`src/rtl/hazard_scoreboard_pkg.sv`:
```
// Shared types and constants for the pipeline hazard/forwarding scoreboard.
// Register indices are stored zero-extended to SB_AW_MAX bits so one entry type serves any REG_AW.
package hazard_scoreboard_pkg;

    localparam int REG_AW_DEF     = 5;
    localparam int LOAD_READY_DEF = 2;
    localparam int SB_AW_MAX      = 8;

    localparam int FWD_RF     = 0;
    localparam int FWD_EX_MEM = 1;
    localparam int FWD_MEM_WB = 2;

    typedef struct packed {
        logic                 valid;
        logic [SB_AW_MAX-1:0] rd;
        logic                 reg_write;
        logic                 is_load;
        logic [SB_AW_MAX-1:0] rs1;
        logic [SB_AW_MAX-1:0] rs2;
        logic                 rs1_used;
        logic                 rs2_used;
    } sb_entry_t;

    // True when entry e produces the value that a used source register src needs; x0 never matches.
    function automatic logic writes_src(input sb_entry_t e,
                                        input logic [SB_AW_MAX-1:0] src,
                                        input logic used);
        return e.valid && e.reg_write && (e.rd == src) && (src != '0) && used;
    endfunction

endpackage

```
`src/rtl/hazard_scoreboard_sat_counter.sv`:
```
// Saturating up-counter used for the stall and flush performance counters.
module sat_counter #(
    parameter int CNT_W = 16
) (
    input  logic             clock,
    input  logic             reset_n,
    input  logic             inc,
    output logic [CNT_W-1:0] count
);

    logic [CNT_W-1:0] count_q;
    logic [CNT_W-1:0] count_d;

    // NOTE: count_d gets its hold value before the conditional update so no latch is inferred.
    always_comb begin
        count_d = count_q;
        if (inc && (count_q != '1)) begin
            count_d = count_q + CNT_W'(1);
        end
    end

    // NOTE: flops take <= so every register samples pre-edge values regardless of process order.
    always_ff @(posedge clock or negedge reset_n) begin
        if (!reset_n) begin
            count_q <= '0;
        end else begin
            count_q <= count_d;
        end
    end

    assign count = count_q;

endmodule

```
`src/rtl/hazard_scoreboard.sv`:
```
// In-order pipeline hazard controller: shift-register scoreboard from EX to write-back,
// per-operand forward selects, load-use stall, branch flush and saturating perf counters.
module hazard_scoreboard
    import hazard_scoreboard_pkg::*;
#(
    parameter int REG_AW     = REG_AW_DEF,
    parameter int FWD_DEPTH  = 2,
    parameter int LOAD_READY = LOAD_READY_DEF,
    parameter int CNT_W      = 16,
    parameter int SEL_W      = $clog2(FWD_DEPTH + 1)
) (
    input  logic              clock,
    input  logic              reset_n,
    input  logic              id_valid,
    input  logic [REG_AW-1:0] id_rs1,
    input  logic [REG_AW-1:0] id_rs2,
    input  logic              id_rs1_used,
    input  logic              id_rs2_used,
    input  logic [REG_AW-1:0] id_rd,
    input  logic              id_reg_write,
    input  logic              id_is_load,
    input  logic              ex_branch_taken,
    output logic              stall,
    output logic              flush_if_id,
    output logic              flush_id_ex,
    output logic [SEL_W-1:0]  fwd_sel_a,
    output logic [SEL_W-1:0]  fwd_sel_b,
    output logic [CNT_W-1:0]  stall_count,
    output logic [CNT_W-1:0]  flush_count
);

    if (LOAD_READY < 1 || LOAD_READY > FWD_DEPTH) begin : g_bad_load_ready
        $error("hazard_scoreboard: LOAD_READY must lie in 1..FWD_DEPTH");
    end
    if (REG_AW > SB_AW_MAX) begin : g_bad_reg_aw
        $error("hazard_scoreboard: REG_AW exceeds scoreboard index width");
    end

    sb_entry_t sb_q [FWD_DEPTH+1];
    sb_entry_t sb_d [FWD_DEPTH+1];
    sb_entry_t id_entry;
    logic      load_use;

    always_comb begin
        id_entry           = '0;
        id_entry.valid     = id_valid;
        id_entry.rd        = SB_AW_MAX'(id_rd);
        id_entry.reg_write = id_reg_write;
        id_entry.is_load   = id_is_load;
        id_entry.rs1       = SB_AW_MAX'(id_rs1);
        id_entry.rs2       = SB_AW_MAX'(id_rs2);
        id_entry.rs1_used  = id_rs1_used;
        id_entry.rs2_used  = id_rs2_used;
    end

    // A load still in entries 0..LOAD_READY-2 cannot feed the ID instruction by the time it reaches EX.
    always_comb begin
        load_use = 1'b0;
        for (int j = 0; j < LOAD_READY - 1; j++) begin
            if (sb_q[j].is_load &&
                (writes_src(sb_q[j], id_entry.rs1, id_rs1_used) ||
                 writes_src(sb_q[j], id_entry.rs2, id_rs2_used))) begin
                load_use = 1'b1;
            end
        end
    end

    assign stall       = id_valid & load_use & ~ex_branch_taken;
    assign flush_if_id = ex_branch_taken & reset_n;
    assign flush_id_ex = ex_branch_taken & reset_n;

    // Walk oldest to youngest so the nearest producer overwrites any farther one.
    always_comb begin
        fwd_sel_a = SEL_W'(FWD_RF);
        fwd_sel_b = SEL_W'(FWD_RF);
        for (int k = FWD_DEPTH; k >= FWD_EX_MEM; k--) begin
            if (!(sb_q[k].is_load && (k < LOAD_READY))) begin
                if (writes_src(sb_q[k], sb_q[0].rs1, sb_q[0].rs1_used)) begin
                    fwd_sel_a = SEL_W'(k);
                end
                if (writes_src(sb_q[k], sb_q[0].rs2, sb_q[0].rs2_used)) begin
                    fwd_sel_b = SEL_W'(k);
                end
            end
        end
    end

    always_comb begin
        for (int k = 1; k <= FWD_DEPTH; k++) begin
            sb_d[k] = sb_q[k-1];
        end
        sb_d[0] = (id_valid && !stall && !ex_branch_taken) ? id_entry : '0;
    end

    // NOTE: the scoreboard is a few flops rather than a RAM, so every entry is cleared on reset
    // to guarantee no stale valid bit survives.
    always_ff @(posedge clock or negedge reset_n) begin
        if (!reset_n) begin
            for (int k = 0; k <= FWD_DEPTH; k++) begin
                sb_q[k] <= '0;
            end
        end else begin
            sb_q <= sb_d;
        end
    end

    sat_counter #(.CNT_W(CNT_W)) u_stall_cnt (
        .clock   (clock),
        .reset_n (reset_n),
        .inc     (stall),
        .count   (stall_count)
    );

    sat_counter #(.CNT_W(CNT_W)) u_flush_cnt (
        .clock   (clock),
        .reset_n (reset_n),
        .inc     (flush_id_ex),
        .count   (flush_count)
    );

endmodule

```
`config.mk`:
```
export PLATFORM = sky130hd
export DESIGN_NAME = hazard_scoreboard
export DESIGN_NICKNAME = d
export VERILOG_FILES = /design/src/rtl/hazard_scoreboard_pkg.sv /design/src/rtl/hazard_scoreboard_sat_counter.sv /design/src/rtl/hazard_scoreboard.sv
export SDC_FILE = /design/constraint.sdc
export NUM_CORES = 1
export LEC_CHECK = 0
export ABC_AREA = 1
export CAP_MARGIN = 20
export CORE_MARGIN = 2
export CORE_UTILIZATION = 57
export CTS_CLUSTER_DIAMETER = 30
export CTS_CLUSTER_SIZE = 8
export DETAILED_ROUTE_END_ITERATION = 16
export HOLD_SLACK_MARGIN = 0.08
export PLACE_DENSITY = 0.85
export SYNTH_ARGS = -nofsm -noshare
export SYNTH_HDL_FRONTEND = slang
export SYNTH_SLANG_ARGS = --single-unit
```
`constraint.sdc`:
```
create_clock -name clock -period 2.83 [get_ports clock]
set_input_delay 0.566 -clock clock [delete_from_list [all_inputs] [get_ports clock]]
set_output_delay 0.566 -clock clock [all_outputs]
set_load 0.005 [all_outputs]
```
* Yosys cells after proc, flatten, opt, wreduce, memory -nomap -nowiden
Cells that the tools add are included.
** Word-level totals
- Output and inout bits :: 39
- Bits in latches :: 0
- Memories kept :: 0
- ROM bits :: 0
- Word-level logic and storage cells :: 72
- Memory bits (writable) :: 0
- Register bits after elaboration :: 82
** Cells by class
- Magnitude comparators :: 0
- $mul :: 0
- Add/subtract/negate cells :: 2
- Equal/unequal tests :: 8
- Bitwise gates (word level) :: 4
- Div/mod/pow operators :: 0
- Shift-type cells :: 0
- Reduce and logical (&&, ||, !) cells :: 33
- Mux-type cells :: 8
** Operators by type and width (number)
- 16-bit by 1-bit adder with 16-bit output (second input constant) :: 2
- 8-bit equality test :: 4
- 16-bit inequality test (second input constant) :: 2
- 8-bit nonzero test :: 4
- 29-bit 2-to-1 mux :: 1
- 1-bit logical AND :: 26
- 8-bit by 5-bit equality test with 1-bit output :: 2
- 2-bit 2-to-1 mux :: 6
- 1-bit bitwise AND :: 3
- 1-bit zero test :: 2
- 1-bit logical OR :: 1
- 1-bit 2-to-1 mux :: 1
- 1-bit NOT :: 1

* Depth between registers and ports, before layout
Gate-level depths: netlist of run 1.
- Depth after elaboration :: 13
- Depth in mapped cells :: 10
- Depth with buffers taken out :: 9

* By module
From an unflattened synthesis of run 1, not the netlist that was laid out.
** Second synthesis, totals
- Cell total of the unflattened synthesis :: 500
- Area, all modules :: 3751.1 sq um
** Modules (own cells, without submodules)
- sat_counter :: sequential area each 400.4 sq um, area each 1058.5 sq um, cells each 149, times used 2
- hazard_scoreboard :: sequential area each 875.8 sq um, area each 1634.1 sq um, cells each 202, times used 1

* Worst setup path before layout of run 1
OpenSTA, ideal clock, no wires.
- Path kind :: input to output
- Start point :: input id_rs2_used
- End point :: output stall
- Slack :: 1.067 ns
- Stages on the path :: 8
- Arrival :: 1.197 ns
- Buffers on the path :: 0
- Path through :: inv_1 -> nor2_1 -> nand3_1 -> nor2_1 -> nand3_1 -> nand2_2 -> nand2_1 -> inv_1
** Between the ends
- Word-level cells in the longest chain between the ends :: 6
** Ends and longest elaborated chain
- from (decl) :: RTL line hazard_scoreboard.sv:18 : input logic id_rs2_used,
- 1-bit logical AND :: RTL line hazard_scoreboard_pkg.sv:28 : return e.valid && e.reg_write && (e.rd == src) && (src != '0) && used;
- 1-bit logical OR :: RTL line hazard_scoreboard.sv:61 : (writes_src(sb_q[j], id_entry.rs1, id_rs1_used) ||
- 1-bit logical AND :: RTL line hazard_scoreboard.sv:60 : if (sb_q[j].is_load &&
- 1-bit 2-to-1 mux :: RTL line hazard_scoreboard.sv:60
- 1-bit bitwise AND (2 in a row) :: RTL line hazard_scoreboard.sv:68 : assign stall = id_valid & load_use & ~ex_branch_taken;
- to (decl) :: RTL line hazard_scoreboard.sv:23 : output logic stall,
No other way between the ends.

* Final worst setup path of run 1
- Start point :: register sb_q, in the netlist sb_d[19]
- End point :: output fwd_sel_a[0]
** Between the ends
- Word-level cells in the longest chain between the ends :: 6
** Ends and longest elaborated chain
- from (decl) :: RTL line hazard_scoreboard.sv:39 : sb_entry_t sb_q [FWD_DEPTH+1];
- from (signal, indexed assignment) :: RTL line hazard_scoreboard.sv:100 : sb_q[k] <= '0;
- from (signal assigned) :: RTL line hazard_scoreboard.sv:103 : sb_q <= sb_d;
- 1-bit logical AND (4 in a row) :: RTL line hazard_scoreboard_pkg.sv:28
- 2-bit 2-to-1 mux :: RTL line hazard_scoreboard.sv:78 : if (writes_src(sb_q[k], sb_q[0].rs1, sb_q[0].rs1_used)) begin
- 2-bit 2-to-1 mux :: RTL line hazard_scoreboard.sv:77 : if (!(sb_q[k].is_load && (k < LOAD_READY))) begin
- to (decl) :: RTL line hazard_scoreboard.sv:26 : output logic [SEL_W-1:0] fwd_sel_a,
No other way between the ends.

==> flow_summary.ini, run 1 <==
[die]
start_util_pct = 59.11
die_w_microns = 82.36
coreArea_sq_um = 5921
die-area_sq_um = 6782
io-pin-count = 62
dieHeight_microns = 82.36
core.rowCount = 28

[cells_and_area]
drive_gt1_share_pct = 6.471
final_common_cell = nand2_1
diodes = 0
mostFrequentLayoutCells = 116 x nand2_1, 67 x dfrtp_1, 63 x nor2_1
syn_to_final_growth_pct = 25.38
fillCellCount = 436
final_nets = 530

[timing]
worstMarginPinSlew_ns = 0.8208
rsz0062_at_grt = false
setup_tns_ns = 0
whs_ns = 0.3741
slew_headroom_pct = 45.28
finalHoldViolCount = 0
fin_skew_ns = 0.007297
setup_violations = 0
slew_viol_final = 0
max_freq_mhz = 372.3
post-route-period-util_pct = 94.92
finalWorstSetupSlack_ns = 0.1438
period_minus_slack_ns = 2.686

[synthesis]
yosys_warnings = 0
synth_enable_flop_cells = 0
avgSynthCellArea_sq_um = 8.008
synth_nets = 462
yosysSeqAreaShare_pct = 47.91
synthFlopType = dfrtp_1
yosys_register_bits = 67
syn_area_sq_um = 3500
synthArstFlopShare_pct = 100.0
synth.distinct_cells = 32
netlist_instances = 437

[critical_path]
cp-end-kind = primary output
worstPathRequired_ns = 2.26
startpoint_type = flop
path_class = flop to primary output
cp.arrival_ns = 2.12
cp_max_fo = 2

[grt]
grt_pass1_wl_microns = 13470
grt_usage_pct = 26.87
grt_max_degree = 68
antenna_found_initial = 0
grt_pass1_vias = 2971
grt.overflow.total = 0

[flow_run]
cap_violations = 0

[place]
io_buffers = 61
dpl.hpwl_microns = 6088
gp_congestion = 0.8726
dp_slack_ns = 0.001308

[clocking]
cts_buffers = 9
cts_setup_buffers = 0
cts_max_level = 3
clock-sinks = 67
cts_root_buf = clkbuf_8
cts_buffer_depth = 2
clk_latency_ns = 0.35
cts_tree = done
clkTransAtPathRegs_ns = 0.08
ctsHoldBuffers = 0

[run_status]
outcome = finished clean

[pwr]
ir_worst_vdd_mv = 0.5379
power_uw = 2310
p_per_area_nw_per_um2 = 526.5
p_leak_uw = 0.002150

[route]
vias = 3152
viasPerCell = 5.388
wl_per_cell_microns = 14.64
drt_first_iter_violations = 183
dr.pass1.iters = 6
drtAntennaViolNets = 0
finalWirelength_microns = 8565
route.detailed.drc = 0

[worst_hold_path]
hold_path_class = flop to flop
## kinds of logic (layout without fill, tap and decap cells)
group | count (synthesis) | count (layout) | share of synthesized area (%)
simple gates | 248 | 248 | 31.71
buf+inv | 68 | 141 | 7.901
flops | 67 | 67 | 47.91
xor+xnor | 36 | 36 | 9.010
compound gates | 16 | 16 | 2.753
fa+ha+maj | 2 | 2 | 0.7149
## flip-flops by register name, indices dropped and copies added (netlist names)
register,flops
sb_d,28
u_flush_cnt.count,16
u_stall_cnt.count,16
sb_q,7
## power breakdown
part / leakage (uW) / internal (uW) / switching, uW
clock network: 0.000102 / 422 / 418
registers: 0.000892 / 1030 / 90.2
logic: 0.00116 / 186 / 168
## final cells by class
cell class                      instances  area, sq um  share of cell area [%]
Timing Repair Buffer                   65        638.1                   14.54
Clock buffer                            9        123.9                   2.823
Inverter                               60        225.2                   5.133
Multi-Input combinational cell        302         1546                   35.24
Tap cell                               75        93.84                   2.139
Clock inverter                          7        83.83                   1.910
Sequential cell                        67         1677                   38.21
## per-stage QoR
stage,std cells,instance area [sq um],util (%)
CTS,585,4383,74.03
global route,585,4388,74.11
finish,585,4388,74.11
floorplan,437,3500,-
detailed placement,569,4178,70.56
global placement,569,4178,70.56
## timing repair
item / in CTS / in global routing
gates resized for setup: 2 / 2
endpoints found under the setup margin: 1 / 1
pin swaps: 0 / 2
## metal layers
metal	share of wire [%]	GRT usage (%)
met5	0	0
met4	3.5	11.33
met3	5.1	6.413
met2	51	47.18
met1	40	31.34
## synth_stat cells (3+ instances only)
cell / n / area [sq um]
buf_2: 5 / 25.02
o22ai_1: 3 / 18.77
xnor2_1: 15 / 131.4
nand3_1: 20 / 100.1
xor2_1: 21 / 183.9
nor3_1: 11 / 55.05
inv_1: 59 / 221.5
o21ai_0: 8 / 40.04
nor2_1: 63 / 236.5
nand4_1: 23 / 143.9
nand2_1: 116 / 435.4
dfrtp_1: 67 / 1677
## worst paths after layout
check	from	to	slack, ns	cells after the start
worst max register to register	u_flush_cnt.count[0]$_DFFE_PN0P_	u_flush_cnt.count[6]$_DFFE_PN0P_	0.63	8
min in group asynchronous	reset_n	u_flush_cnt.count[6]$_DFFE_PN0P_	0.39	2
max in group asynchronous	reset_n	sb_q[21]$_DFF_PN0_	1.89	2
worst max-delay path	sb_d[19]$_DFF_PN0_	fwd_sel_a[0]	0.14	5
worst min register to register	sb_d[28]$_DFF_PN0_	sb_q[28]$_DFF_PN0_	0.37	0
worst min-delay path	sb_d[28]$_DFF_PN0_	sb_q[28]$_DFF_PN0_	0.37	0
## worst max-delay path, cell delays in order (launching register included)
cell and delay, ns:
dfrtp_1 0.36, inv_1 0.04, nor3_1 0.43, o2111ai_1 0.23
nor2_1 0.20, clkdlybuf4s50_1 0.52
Power figures use the tool's default switching activity.
==> inputs of run 2 (changes only) <==
--- a/config.mk
+++ b/config.mk
@@ -8,12 +8,15 @@
 export ABC_AREA = 1
 export CAP_MARGIN = 20
 export CORE_MARGIN = 2
-export CORE_UTILIZATION = 57
+export CORE_UTILIZATION = 65
 export CTS_CLUSTER_DIAMETER = 30
 export CTS_CLUSTER_SIZE = 8
 export DETAILED_ROUTE_END_ITERATION = 16
+export DONT_BUFFER_PORTS = 1
 export HOLD_SLACK_MARGIN = 0.08
-export PLACE_DENSITY = 0.85
+export PLACE_DENSITY = 0.81
+export RECOVER_POWER = 100
+export SETUP_SLACK_MARGIN = 0.2
 export SYNTH_ARGS = -nofsm -noshare
 export SYNTH_HDL_FRONTEND = slang
 export SYNTH_SLANG_ARGS = --single-unit
==> run 2 against run 1 <==
Compared with the run above:
- the flow now finishes with violations (capacitance limit, slew limit)
- design area shrank 15%
- sequential power about the same
- register-to-register slack got worse by 0.03 ns
- non-clock buffer count decreased by 61
- critical path type is now flop to flop
- highest routed layer unchanged
==> flow_summary.ini, run 2 (same netlist as run 1, synthesis figures left out) <==
[clocking]
cts_setup_buffers = 0
cts_root_buf = clkbuf_8
clk_latency_ns = 0.34
cts_resized = 0
cts_max_level = 3
clock-sinks = 67
cts_buffer_depth = 2
cts_buffers = 9
cts_tree = done
clkTransAtPathRegs_ns = 0.07

[cells_and_area]
post-route-util_pct = 72.47
largest_reg_flops = 28
final_nets = 469
drive_gt1_share_pct = 6.013
mostFrequentLayoutCells = 116 x nand2_1, 67 x dfrtp_1, 63 x nor2_1
diodes = 0
design_area_sq_um = 3725
final_common_cell = nand2_1
syn_to_final_growth_pct = 6.435

[pwr]
p_per_area_nw_per_um2 = 554.2
power_frac_clock_pct = 35.9
combPwrFrac_pct = 9.9
seqPwrFrac_pct = 54.3
swShare_pct = 28.81
p_leak_uw = 0.001878
ir_worst_vdd_mv = 0.5874
p_int_uw = 1470
power_uw = 2064
p_sw_uw = 594.7

[die]
core.rowCount = 26
io-pin-count = 62
die_w_microns = 77.38
dieHeight_microns = 77.38
die-area_sq_um = 5987
start_util_pct = 68.09
coreArea_sq_um = 5140

[critical_path]
path_class = flop to flop
r2r_end = u_stall_cnt.count[2]$_DFFE_PN0P_
cp-end-kind = flop
ff2ff_setup_slack_ns = 0.60
r2r-start = u_stall_cnt.count[0]$_DFFE_PN0P_
cp.arrival_ns = 2.51
r2r_cells = 7
worstPathRequired_ns = 3.11
startpoint_type = flop
cp_max_fo = 17

[timing]
post-route-period-util_pct = 78.84
whs_ns = 0.3191
period_minus_slack_ns = 2.231
setup_tns_ns = 0
rsz0062_at_grt = false
max_freq_mhz = 448.2
finalHoldViolCount = 0
setup_violations = 0
slew_headroom_pct = -6.009
worstMarginPinSlew_ns = 1.590
fin_skew_ns = 0.009775
slew_viol_final = 68

[grt]
antenna_found_initial = 0
met3_usage_pct = 7.442
use_met1_pct = 34.82
use_met2_pct = 47.57
grt_pass1_wl_microns = 13020
grt_usage_pct = 28.16
grt_pass1_vias = 2823
top_usage_layer = met2
grt_max_degree = 68
grt.overflow.total = 0

[place]
dpl.hpwl_microns = 5484
gp_congestion = 0.9093
io_buffers = 0
placed_cell_area_sq_um = 3558

[route]
finalWirelength_microns = 7649
viasPerCell = 5.449
route.detailed.drc = 0
drtAntennaViolNets = 0
dr.pass1.iters = 4
vias = 2828
wl_per_cell_microns = 14.74
drt_first_iter_violations = 145

[run_status]
violations = capacitance limit, slew limit
outcome = complete, but fails checks

[worst_hold_path]
hold_path_end = sb_d[50]$_DFF_PN0_
hold_path_class = input pin to flop
min_delay_path_depth = 2
worstHoldStart = id_rd[1]

[flow_run]
cap_violations = 1
-- run 2: how the worst max path moves through the flow --
| stage | startpoint | to | slack, ns | cells after the start |
|---|---|---|---|---|
| 2_1_floorplan | id_rs2_used | stall | 1.07 | 8 |
| 3_3_place_gp | u_stall_cnt.count[0]$_DFFE_PN0P_ | u_stall_cnt.count[6]$_DFFE_PN0P_ | 1.03 | 7 |
| 3_5_place_dp | u_flush_cnt.count[0]$_DFFE_PN0P_ | u_flush_cnt.count[5]$_DFFE_PN0P_ | 0.96 | 8 |
| 4_1_cts | sb_d[19]$_DFF_PN0_ | fwd_sel_a[1] | 0.69 | 5 |
| 5_1_grt | u_stall_cnt.count[0]$_DFFE_PN0P_ | u_stall_cnt.count[11]$_DFFE_PN0P_ | 0.34 | 7 |
| 6_report | u_stall_cnt.count[0]$_DFFE_PN0P_ | u_stall_cnt.count[2]$_DFFE_PN0P_ | 0.60 | 7 |
-- run 2: critical path: stages (launching register included) --
cell	delay, ns
dfrtp_1	0.47
ha_1	0.25
nand3_1	0.20
nor2_4	0.22
nand4_4	0.28
nand3_1	0.53
nand2_1	0.13
nand2_1	0.09
-- run 2: what timing repair did --
item	4_1_cts	5_1_grt
hold endpoints to repair	67	0
endpoints found under the setup margin	0	0
hold buffers	1	0
-- run 2: cell type report --
type | instances | area [sq um]
repair buffers | 4 | 23.77
multi-input cells | 302 | 1524
clock buffers | 11 | 151.4
well taps | 70 | 87.58
clock inverters | 5 | 36.28
fillers | 421 | 1415
inverters | 60 | 225.2
flip-flops and latches | 67 | 1677
-- run 2: per-stage QoR --
step	std cells	worst slack [ns]
after detailed placement	502	0.9614
final	519	0.5988
after CTS	519	0.6857
after floorplan	437	1.067
after global routing	519	0.3413
after global placement	502	1.034
-- run 2: routing by layer --
metal,up-vias,routed length (microns),share of wire (%)
li1,1392,-,-
met1,1347,3215,42
met2,83,3899,51
met3,6,456,6.0
met4,0,77,1.0
met5,-,0,0
-- run 2: power groups by stage --
stage | logic, uW | registers (uW) | clock network, uW
floorplan | 157 | 1120 | 0
global placement | 179 | 1140 | 0
detailed placement | 187 | 1140 | 0
CTS | 209 | 1120 | 754
global route | 238 | 1130 | 798
finish | 203 | 1120 | 740
